`src/rtl/fp_seq_pkg.sv`:
```
// Shared definitions for the FPU sequencer: op codes, phase states,
// phase sub-steps and the op-to-sequence-class mapping.
package fp_seq_pkg;

  typedef enum logic [2:0] {
    OP_AD = 3'd0,
    OP_SD = 3'd1,
    OP_MW = 3'd2,
    OP_DW = 3'd3,
    OP_AF = 3'd4,
    OP_SF = 3'd5,
    OP_MF = 3'd6,
    OP_DF = 3'd7
  } op_e;

  typedef enum logic [3:0] {
    PH_IDLE = 4'd0,
    PH_F2   = 4'd1,
    PH_F4   = 4'd2,
    PH_F5   = 4'd3,
    PH_F6   = 4'd4,
    PH_F7   = 4'd5,
    PH_F8   = 4'd6,
    PH_F9   = 4'd7,
    PH_F10  = 4'd8,
    PH_F13  = 4'd9
  } phase_e;

  typedef enum logic [1:0] {
    ST_S0 = 2'd0,
    ST_S1 = 2'd1,
    ST_S2 = 2'd2
  } step_e;

  // Instructions sharing a phase sequence.
  typedef enum logic [1:0] {
    CL_ADDW = 2'd0,
    CL_ADDF = 2'd1,
    CL_MUL  = 2'd2,
    CL_DIV  = 2'd3
  } op_class_e;

  function automatic op_class_e op_class(input op_e op);
    case (op)
      OP_AD, OP_SD: return CL_ADDW;
      OP_AF, OP_SF: return CL_ADDF;
      OP_MW, OP_MF: return CL_MUL;
      default:      return CL_DIV;
    endcase
  endfunction

endpackage

```
`src/rtl/fp_strob.sv`:
```
// Three-clock phase timer: S0, S1 (strob_fp), S2 (strob2_fp and phase end).
// Restarts at S0 whenever the sequencer is idle.
module fp_strob
  import fp_seq_pkg::*;
(
  input  logic clk,
  input  logic rst,
  input  logic en,
  output logic strob_fp,
  output logic strob2_fp,
  output logic phase_end
);

  step_e step_q, step_d;

  always_comb begin
    step_d = step_q;
    if (!en || step_q == ST_S2) step_d = ST_S0;
    else                        step_d = step_e'(step_q + 2'd1);
  end

  always_ff @(posedge clk) begin
    if (rst) step_q <= ST_S0;
    else     step_q <= step_d;
  end

  assign strob_fp  = en && (step_q == ST_S1);
  assign strob2_fp = en && (step_q == ST_S2);
  assign phase_end = strob2_fp;

endmodule

```
`src/rtl/fp_seq.sv`:
```
// FPU instruction phase sequencer: steps through one-hot phases of three
// clocks each, branching on status inputs sampled at the end of each phase.
module fp_seq
  import fp_seq_pkg::*;
#(
  parameter logic [5:0] LOOP_MAX = 6'd48
) (
  input  logic       __clk,
  input  logic       _0_f,
  input  logic       start,
  input  logic [2:0] op,
  input  logic       fic_z,
  input  logic       wt,
  input  logic       wc,
  input  logic       nrm,
  input  logic       ws,
  input  logic       fi,
  output logic       f2,
  output logic       f4,
  output logic       f5,
  output logic       f6,
  output logic       f7,
  output logic       f8,
  output logic       f9,
  output logic       f10,
  output logic       f13,
  output logic       strob_fp,
  output logic       strob2_fp,
  output logic       busy,
  output logic       done,
  output logic       err,
  output logic [3:0] dbg_phase
);

  phase_e    phase_q, phase_d;
  op_e       op_q, op_d;
  logic [5:0] iter_q, iter_d;
  logic      ws_used_q, ws_used_d;
  logic      err_q, err_d;
  logic      done_q, done_d;

  phase_e    nxt_phase;
  logic      rep;
  logic      fault;
  logic      run;
  logic      phase_end;
  op_class_e cls;

  assign run = (phase_q != PH_IDLE);
  assign cls = op_class(op_q);

  fp_strob u_strob (
    .clk       (__clk),
    .rst       (_0_f),
    .en        (run),
    .strob_fp  (strob_fp),
    .strob2_fp (strob2_fp),
    .phase_end (phase_end)
  );

  always_ff @(posedge __clk) begin
    if (_0_f) begin
      phase_q   <= PH_IDLE;
      op_q      <= OP_AD;
      iter_q    <= '0;
      ws_used_q <= 1'b0;
      err_q     <= 1'b0;
      done_q    <= 1'b0;
    end else begin
      phase_q   <= phase_d;
      op_q      <= op_d;
      iter_q    <= iter_d;
      ws_used_q <= ws_used_d;
      err_q     <= err_d;
      done_q    <= done_d;
    end
  end

  always_comb begin
    phase_d   = phase_q;
    op_d      = op_q;
    iter_d    = iter_q;
    ws_used_d = ws_used_q;
    err_d     = err_q;
    done_d    = 1'b0;
    nxt_phase = PH_IDLE;
    rep       = 1'b0;
    fault     = 1'b0;
    if (phase_q == PH_IDLE) begin
      if (start) begin
        phase_d   = PH_F2;
        op_d      = op_e'(op);
        err_d     = 1'b0;
        ws_used_d = 1'b0;
        iter_d    = '0;
      end
    end else if (phase_end) begin
      case (phase_q)
        PH_F2: nxt_phase = PH_F4;
        PH_F4: begin
          case (cls)
            CL_ADDF: nxt_phase = PH_F5;
            CL_MUL:  nxt_phase = PH_F8;
            default: nxt_phase = PH_F6;
          endcase
        end
        PH_F5: nxt_phase = (wt || wc) ? PH_F13 : PH_F8;
        PH_F6: nxt_phase = (cls == CL_DIV) ? PH_F8 : PH_F7;
        PH_F7: nxt_phase = (cls == CL_ADDW) ? PH_F13 : PH_F10;
        PH_F8: begin
          rep = !fic_z;
          if (cls == CL_ADDF)    nxt_phase = PH_F6;
          else if (op_q == OP_DF) nxt_phase = PH_F9;
          else                   nxt_phase = PH_F10;
        end
        PH_F9: nxt_phase = PH_F10;
        PH_F10: begin
          nxt_phase = PH_F13;
          // Only the first F10 of a divide may send it back for correction.
          if (cls == CL_ADDF) rep = nrm;
          else if (cls == CL_DIV && ws && !ws_used_q) begin
            nxt_phase = PH_F7;
            ws_used_d = 1'b1;
          end
        end
        default: nxt_phase = PH_IDLE;
      endcase
      if (fi) fault = 1'b1;
      else if (rep) begin
        if (iter_q + 6'd1 == LOOP_MAX) fault = 1'b1;
        else                           nxt_phase = phase_q;
      end
      iter_d = (rep && !fault) ? iter_q + 6'd1 : '0;
      if (fault || nxt_phase == PH_IDLE) begin
        phase_d = PH_IDLE;
        done_d  = 1'b1;
        err_d   = err_q | fault;
      end else begin
        phase_d = nxt_phase;
      end
    end
  end

  always_comb begin
    f2  = 1'b0;
    f4  = 1'b0;
    f5  = 1'b0;
    f6  = 1'b0;
    f7  = 1'b0;
    f8  = 1'b0;
    f9  = 1'b0;
    f10 = 1'b0;
    f13 = 1'b0;
    case (phase_q)
      PH_F2:   f2  = 1'b1;
      PH_F4:   f4  = 1'b1;
      PH_F5:   f5  = 1'b1;
      PH_F6:   f6  = 1'b1;
      PH_F7:   f7  = 1'b1;
      PH_F8:   f8  = 1'b1;
      PH_F9:   f9  = 1'b1;
      PH_F10:  f10 = 1'b1;
      PH_F13:  f13 = 1'b1;
      default: ;
    endcase
    busy      = run;
    done      = done_q;
    err       = err_q;
    dbg_phase = phase_q;
  end

endmodule

```
`config.mk`:
```
export PLATFORM = sky130hd
export DESIGN_NAME = fp_seq
export DESIGN_NICKNAME = d
export VERILOG_FILES = /design/src/rtl/fp_seq_pkg.sv /design/src/rtl/fp_strob.sv /design/src/rtl/fp_seq.sv
export SDC_FILE = /design/constraint.sdc
export NUM_CORES = 1
export LEC_CHECK = 0
export CAP_MARGIN = 15
export CORE_UTILIZATION = 50
export CTS_BUF_LIST = sky130_fd_sc_hd__clkbuf_8 sky130_fd_sc_hd__clkbuf_16
export CTS_CLUSTER_DIAMETER = 60
export DETAILED_ROUTE_END_ITERATION = 10
export HOLD_SLACK_MARGIN = 0.15
export MAX_ROUTING_LAYER = met4
export PLACE_DENSITY = 0.78
export REMOVE_ABC_BUFFERS = 1
export SLEW_MARGIN = 40
export SYNTH_ARGS = -nofsm -noshare
export SYNTH_HDL_FRONTEND = slang
export SYNTH_HIERARCHICAL = 1
export SYNTH_SLANG_ARGS = --single-unit
```
`constraint.sdc`:
```
create_clock -name __clk -period 2.55 [get_ports __clk]
set_input_delay 0.51 -clock __clk [delete_from_list [all_inputs] [get_ports __clk]]
set_output_delay 0.51 -clock __clk [all_outputs]
set_load 0.005 [all_outputs]
```
# After elaboration in Yosys (flattened, before gate mapping)
# Cells that the tools add are included.
# Widths: inputs -> output; s select.
[word_totals] ff_bits=18 latch_bits=0 ram_bits=0 romBits=0 inputBits=12 output_inout_bits=18 elab_cells=115 mem_count=0
[classes] addsub=2 n_mul=0 div=0 order_cmp=0 eq_ne=23 shift=0 mux=51 bitwise=2 reduce_logical=30
[ops] cell="$mux 4" n=14
[ops] cell="$pmux 4 s8" n=1
[ops] cell="$mux 1" n=28
[ops] cell="$mux 6" n=4
[ops] cell="$eq 4x3->1 const B" n=4
[ops] cell="$eq 3x3->1 const B" n=4
[ops] cell="$eq 4x2->1 const B" n=2
[ops] cell="$eq 4x4->1 const B" n=2
[ops] cell="$logic_not 4->1" n=2
[ops] cell="$reduce_bool 2->1" n=4
[ops] cell="$reduce_or 2->1" n=4
[ops] cell="$add 6x1->6 const B" n=1
[ops] cell="$eq 2x2->1 const B" n=3
[ops] cell="$eq 6x6->1 const B" n=1
[ops] cell="$pmux 2 s3" n=1
[ops] cell="$pmux 3 s2" n=1
[ops] cell="$logic_and 1x1->1" n=5
[ops] cell="$reduce_and 5->1" n=1
[ops] cell="$eq 2x1->1 const B" n=2
[ops] cell="$eq 4x1->1 const B" n=1
[ops] cell="$logic_not 1->1" n=4
[ops] cell="$ne 2x2->1 const B" n=2
[ops] cell="$reduce_and 2->1" n=2
[ops] cell="$reduce_bool 4->1" n=1
[ops] cell="other kinds (12)" n=14

# Logic depth before layout (Yosys ltp)
[depth] word_depth=19 mapped_depth=9 mapped_depth_nobuf=8

# Hierarchy
# The synthesis kept the hierarchy.
[by_module_without_submodules] mod="fp_seq" n_inst=1 cells_per_inst=160 area_each_um2=1224.9 seq_area_each_um2=320.3
[by_module_without_submodules] mod="fp_strob" n_inst=1 cells_per_inst=11 area_each_um2=122.6 seq_area_each_um2=40.0

# Worst setup path after synthesis
# No wires, ideal clock.
[synth_timing] kind="register to register" start="reg phase_q[2] (netlist: dbg_phase[2])" end="reg ws_used_q" setup_time_ns=0.132 t_arrival_ns=1.837 required_time_ns=2.418 path_slack_ns=0.581 stages_incl_launch_ff=10 path_buffers=2 synth_period_minus_slack_ns=1.969 cell_sequence="dfxtp_1 -> buf_2 -> nor4_2 -> inv_1 -> and2_1 -> o41ai_2 -> and2_1 -> buf_2 -> or3_1 -> a21oi_1"
[synth_via] elab_chain_cells=4 word_cells_on_any_way=11 cone_classes="3 x eq/ne; 1 x mux; 7 x reduce/logical"
[synth_lines] item="start, declared" line_no="fp_seq.sv:35" rtl="phase_e phase_q, phase_d;"
[synth_lines] item="start signal, assigned" line_no="fp_seq.sv:70" rtl="phase_q <= phase_d;"
[synth_lines] item="$reduce_bool 4->1" line_no="fp_seq.sv:49" rtl="assign run = (phase_q != PH_IDLE);"
[synth_lines] item="via busy" line_no="fp_seq.sv:29" rtl="output logic busy,"
[synth_lines] item="$logic_and 1x1->1" line_no="fp_strob.sv:28" rtl="assign strob2_fp = en && (step_q == ST_S2);"
[synth_lines] item="via phase_end" line_no="fp_seq.sv:46" rtl="logic phase_end;"
[synth_lines] item="$reduce_bool 2->1 (no source line)"
[synth_lines] item="$reduce_and 5->1 (no source line)"
[synth_lines] item="end signal, assigned" line_no="fp_seq.sv:73" rtl="ws_used_q <= ws_used_d;"
[synth_lines] item="end, declared" line_no="fp_seq.sv:38" rtl="logic ws_used_q, ws_used_d;"
# The timed path passes the listed nets, and every way through them passes these cells.
# A chain may end at the register's enable or synchronous reset.

# Worst setup path in the final report
[layout_timing] start="reg phase_q[3] (netlist: dbg_phase[3])" end="out f10"
[layout_via] elab_chain_cells=2
[layout_lines] item="$eq 4x4->1" line_no="fp_seq.sv:154" rtl="case (phase_q)"
[layout_lines] item="$mux 1" line_no="fp_seq.sv:154"
[layout_lines] item="end, declared" line_no="fp_seq.sv:25" rtl="output logic f10,"
# No other way between the ends.

==> metrics <==
status=finished clean; DP Wirelength=2660 um; accumulated negative setup slack=0 ps; clock skew=4.08 ps; Synth top area share=0.267; Sw Pwr=0.146 mW; R2R Path End=done$_SDFF_PP0_; largest net degree at the start of global routing=19; critical path class=reg -> out; Switching Fraction=0.251; PnR worst setup slack=165 ps; H-Tree Depth=1; Post-Layout Cell Count=222; Slew @ Worst Pin=613 ps; worst path required time=2040 ps; Post-synth ARST share=0; ys flop type=dfxtp_1; post-route cell area=0.00169 mm^2; Flop pwr share=0.524; dominant cell type by area after synthesis=dfxtp_1; Pins Over Slew Limit=0; GRT Total Usage=0.285; Final Cycle Share=0.935; Post-synth EDFFs=0; Internal Power=0.434 mW; HP Class=reg -> reg; Initial Util=0.534; total CTS buffers=3; total power=slightly below 0.6 mW; clock buffer depth=2; nature of the critical path startpoint=flip-flop; FMAX=419 MHz; Die Y=53.9 um; Vias/cell=between 6 and 7; post-route ant nets=0; minimum clock period=2390 ps; Register-to-Register Path Depth=6; total iterations of the first detailed-routing run=4; hold_buf cts=0; drt drc=0; Nets=210; I/O pin cnt=30; Synth area leaders=dfxtp_1 27%, nor2_1 5.3%, a21oi_1 4.1%, ha_1 3.7%, nand2_1 3.1%; postcts setup bufs=0; Worst-path clk slew=roughly 70 ps; most common cell in the netlist=nor2_1; vias=1365; Hold EP=u_strob/step_q[0]$_SDFF_PP0_; Placement Setup Slack=292 ps; Netlist Area Pre-Place=around 0.0013 mm^2; unrepaired setup endpoints after global routing=no; Total Die Area=a little under 0.003 mm^2; Die Width=53.9 um; Num Clock Sinks=18; endpoints failing hold=0; placed instance area=0.00164 mm^2; Synth top cells by count=19 x nor2_1, 18 x dfxtp_1, 11 x a21oi_1, 11 x nand2_1, 10 x clkbuf_1; Core Rows=18; Critical path origin=dbg_phase[3]$_SDFFE_PP0P_; Netlist cell types=55; peak fanout along the critical path=13; Final Wtd Congestion=0.882; Lkg Pwr=0.614 nW; mean area per synthesized cell=7.88 um^2; share of layout cells above drive strength 1=0.0885; initial DRC count=41; Final Util=0.669; power share of the clock group=0.347; Ys Warns=6; antenna cells=0; Inst Count DP=219; Yosys reg bits=18; worst skew pair latency=approximately 260 ps; fill count=217; initial antenna violation count=0; Max-Cap Viols=0; Slew HR=0.587; IO buf count=29; Logic pwr share=0.129; Seq/Total Area, Yosys=0.267; Overflow after GRT=0; FF-to-FF setup slack=340 ps; first-pass GRT wire length=5740 um; WHS=slightly below 500 ps; CP Capture Type=primary output; Pwr per Cell Area=344 mW/mm^2; WL final=3560 um; vias in the first global route=1220; # setup viols final=0; number of stages on the worst hold path=1; hold_sp=u_strob/step_q[0]$_SDFF_PP0_; Mapped Cells=171; Peak VDD IR=0.000319 V; CTS tree=yes; WL/cell=16.0 um; Layout area overhead=25.3%; Arr. time, crit path=1880 ps; clock root buffer=clkbuf_8; Reg-to-Reg Start=iter_q[2]$_SDFFE_PP0P_; core area=0.00252 mm^2
final cells by class:
type                    count  area [um^2]  area share
well taps                  30         37.5      0.0222
clock buffers               3         41.3      0.0245
inverters                   9         33.8      0.0200
multi-input cells         129          892       0.529
flip-flops and latches     18          363       0.215
repair buffers             33          320       0.190
routing by layer:
layer / vias up / share of wire / GRT usage
met3: 5 / 0.053 / 0.0480
li1: 674 / - / -
met2: 44 / 0.46 / 0.436
met4: 0 / 0.012 / 0.0921
met1: 642 / 0.47 / 0.379
met5: - / 0 / -
worst max-delay path, stage by stage (launching register included):
cell	delay, ps
dfxtp_2	490
or4b_4	550
inv_1	80
clkdlybuf4s50_1	500
kinds of logic after synthesis:
| group | count (synthesis) | share of synthesized area |
|---|---|---|
| AOI/OAI and AO/OA | 44 | 0.243 |
| DFF | 18 | 0.267 |
| adders and majority gates | 4 | 0.0371 |
| muxes | 3 | 0.0223 |
| buffers and inverters | 24 | 0.0771 |
| and+or+nand+nor | 77 | 0.346 |
| xor gates and xnor gates | 1 | 0.00650 |
what timing repair did:
action	4_1_cts	5_1_grt
endpoints found under the hold margin	0	0
endpoints found under the setup margin	1	3
resized for setup	1	2
pin swaps	0	0
power groups by stage:
| stage | clock network, mW | logic (mW) | registers [mW] |
|---|---|---|---|
| final | 0.201 | 0.0750 | 0.304 |
| after detailed placement | 0 | 0.0739 | 0.309 |
| after CTS | 0.202 | 0.0752 | 0.303 |
| after global placement | 0 | 0.0733 | 0.309 |
| after floorplan | 0 | 0.0331 | 0.304 |
| after global routing | 0.211 | 0.0817 | 0.306 |
sequential cells by signal, indices dropped and copies added (netlist names):
signal	count
dbg_phase	4
done	1
err	1
iter_q	6
op_q	3
u_strob/step_q	2
ws_used_q	1
how the worst max path moves through the flow:
stage / to / slack (ps) / cells after the start
detailed placement: strob2_fp / 290 / 4
floorplan: done$_SDFF_PP0_ / 470 / 5
global placement: strob2_fp / 320 / 4
CTS: f10 / 20 / 3
finish: f10 / 160 / 3
global route: strob2_fp / 70 / 4
layout by cell type (no fill, tap or decap), types with 2 or more instances in the layout:
master and count:
a21oi_1 11, or3_1 2, o21a_1 3, o32ai_1 2, clkbuf_8 3, nand2_1 11, nand4_1 3, nand4b_1 3
mux2i_1 3, nor4b_2 2, o21ai_1 2, nor4bb_1 2, clkdlybuf4s50_1 29, a31oi_1 2, nand2b_1 4, ha_1 4
nor2_1 19, nand3_1 3, inv_1 9, o2bb2ai_1 2, nor2b_1 5, o21ai_0 4, and2_1 3, a32oi_1 2
nand3b_1 2, nor3_1 7, a221o_1 2, and3b_1 2, dfxtp_1 16, o211ai_1 2, buf_4 4, dfxtp_2 2
Note: power is estimated with default switching activity, not from simulation.
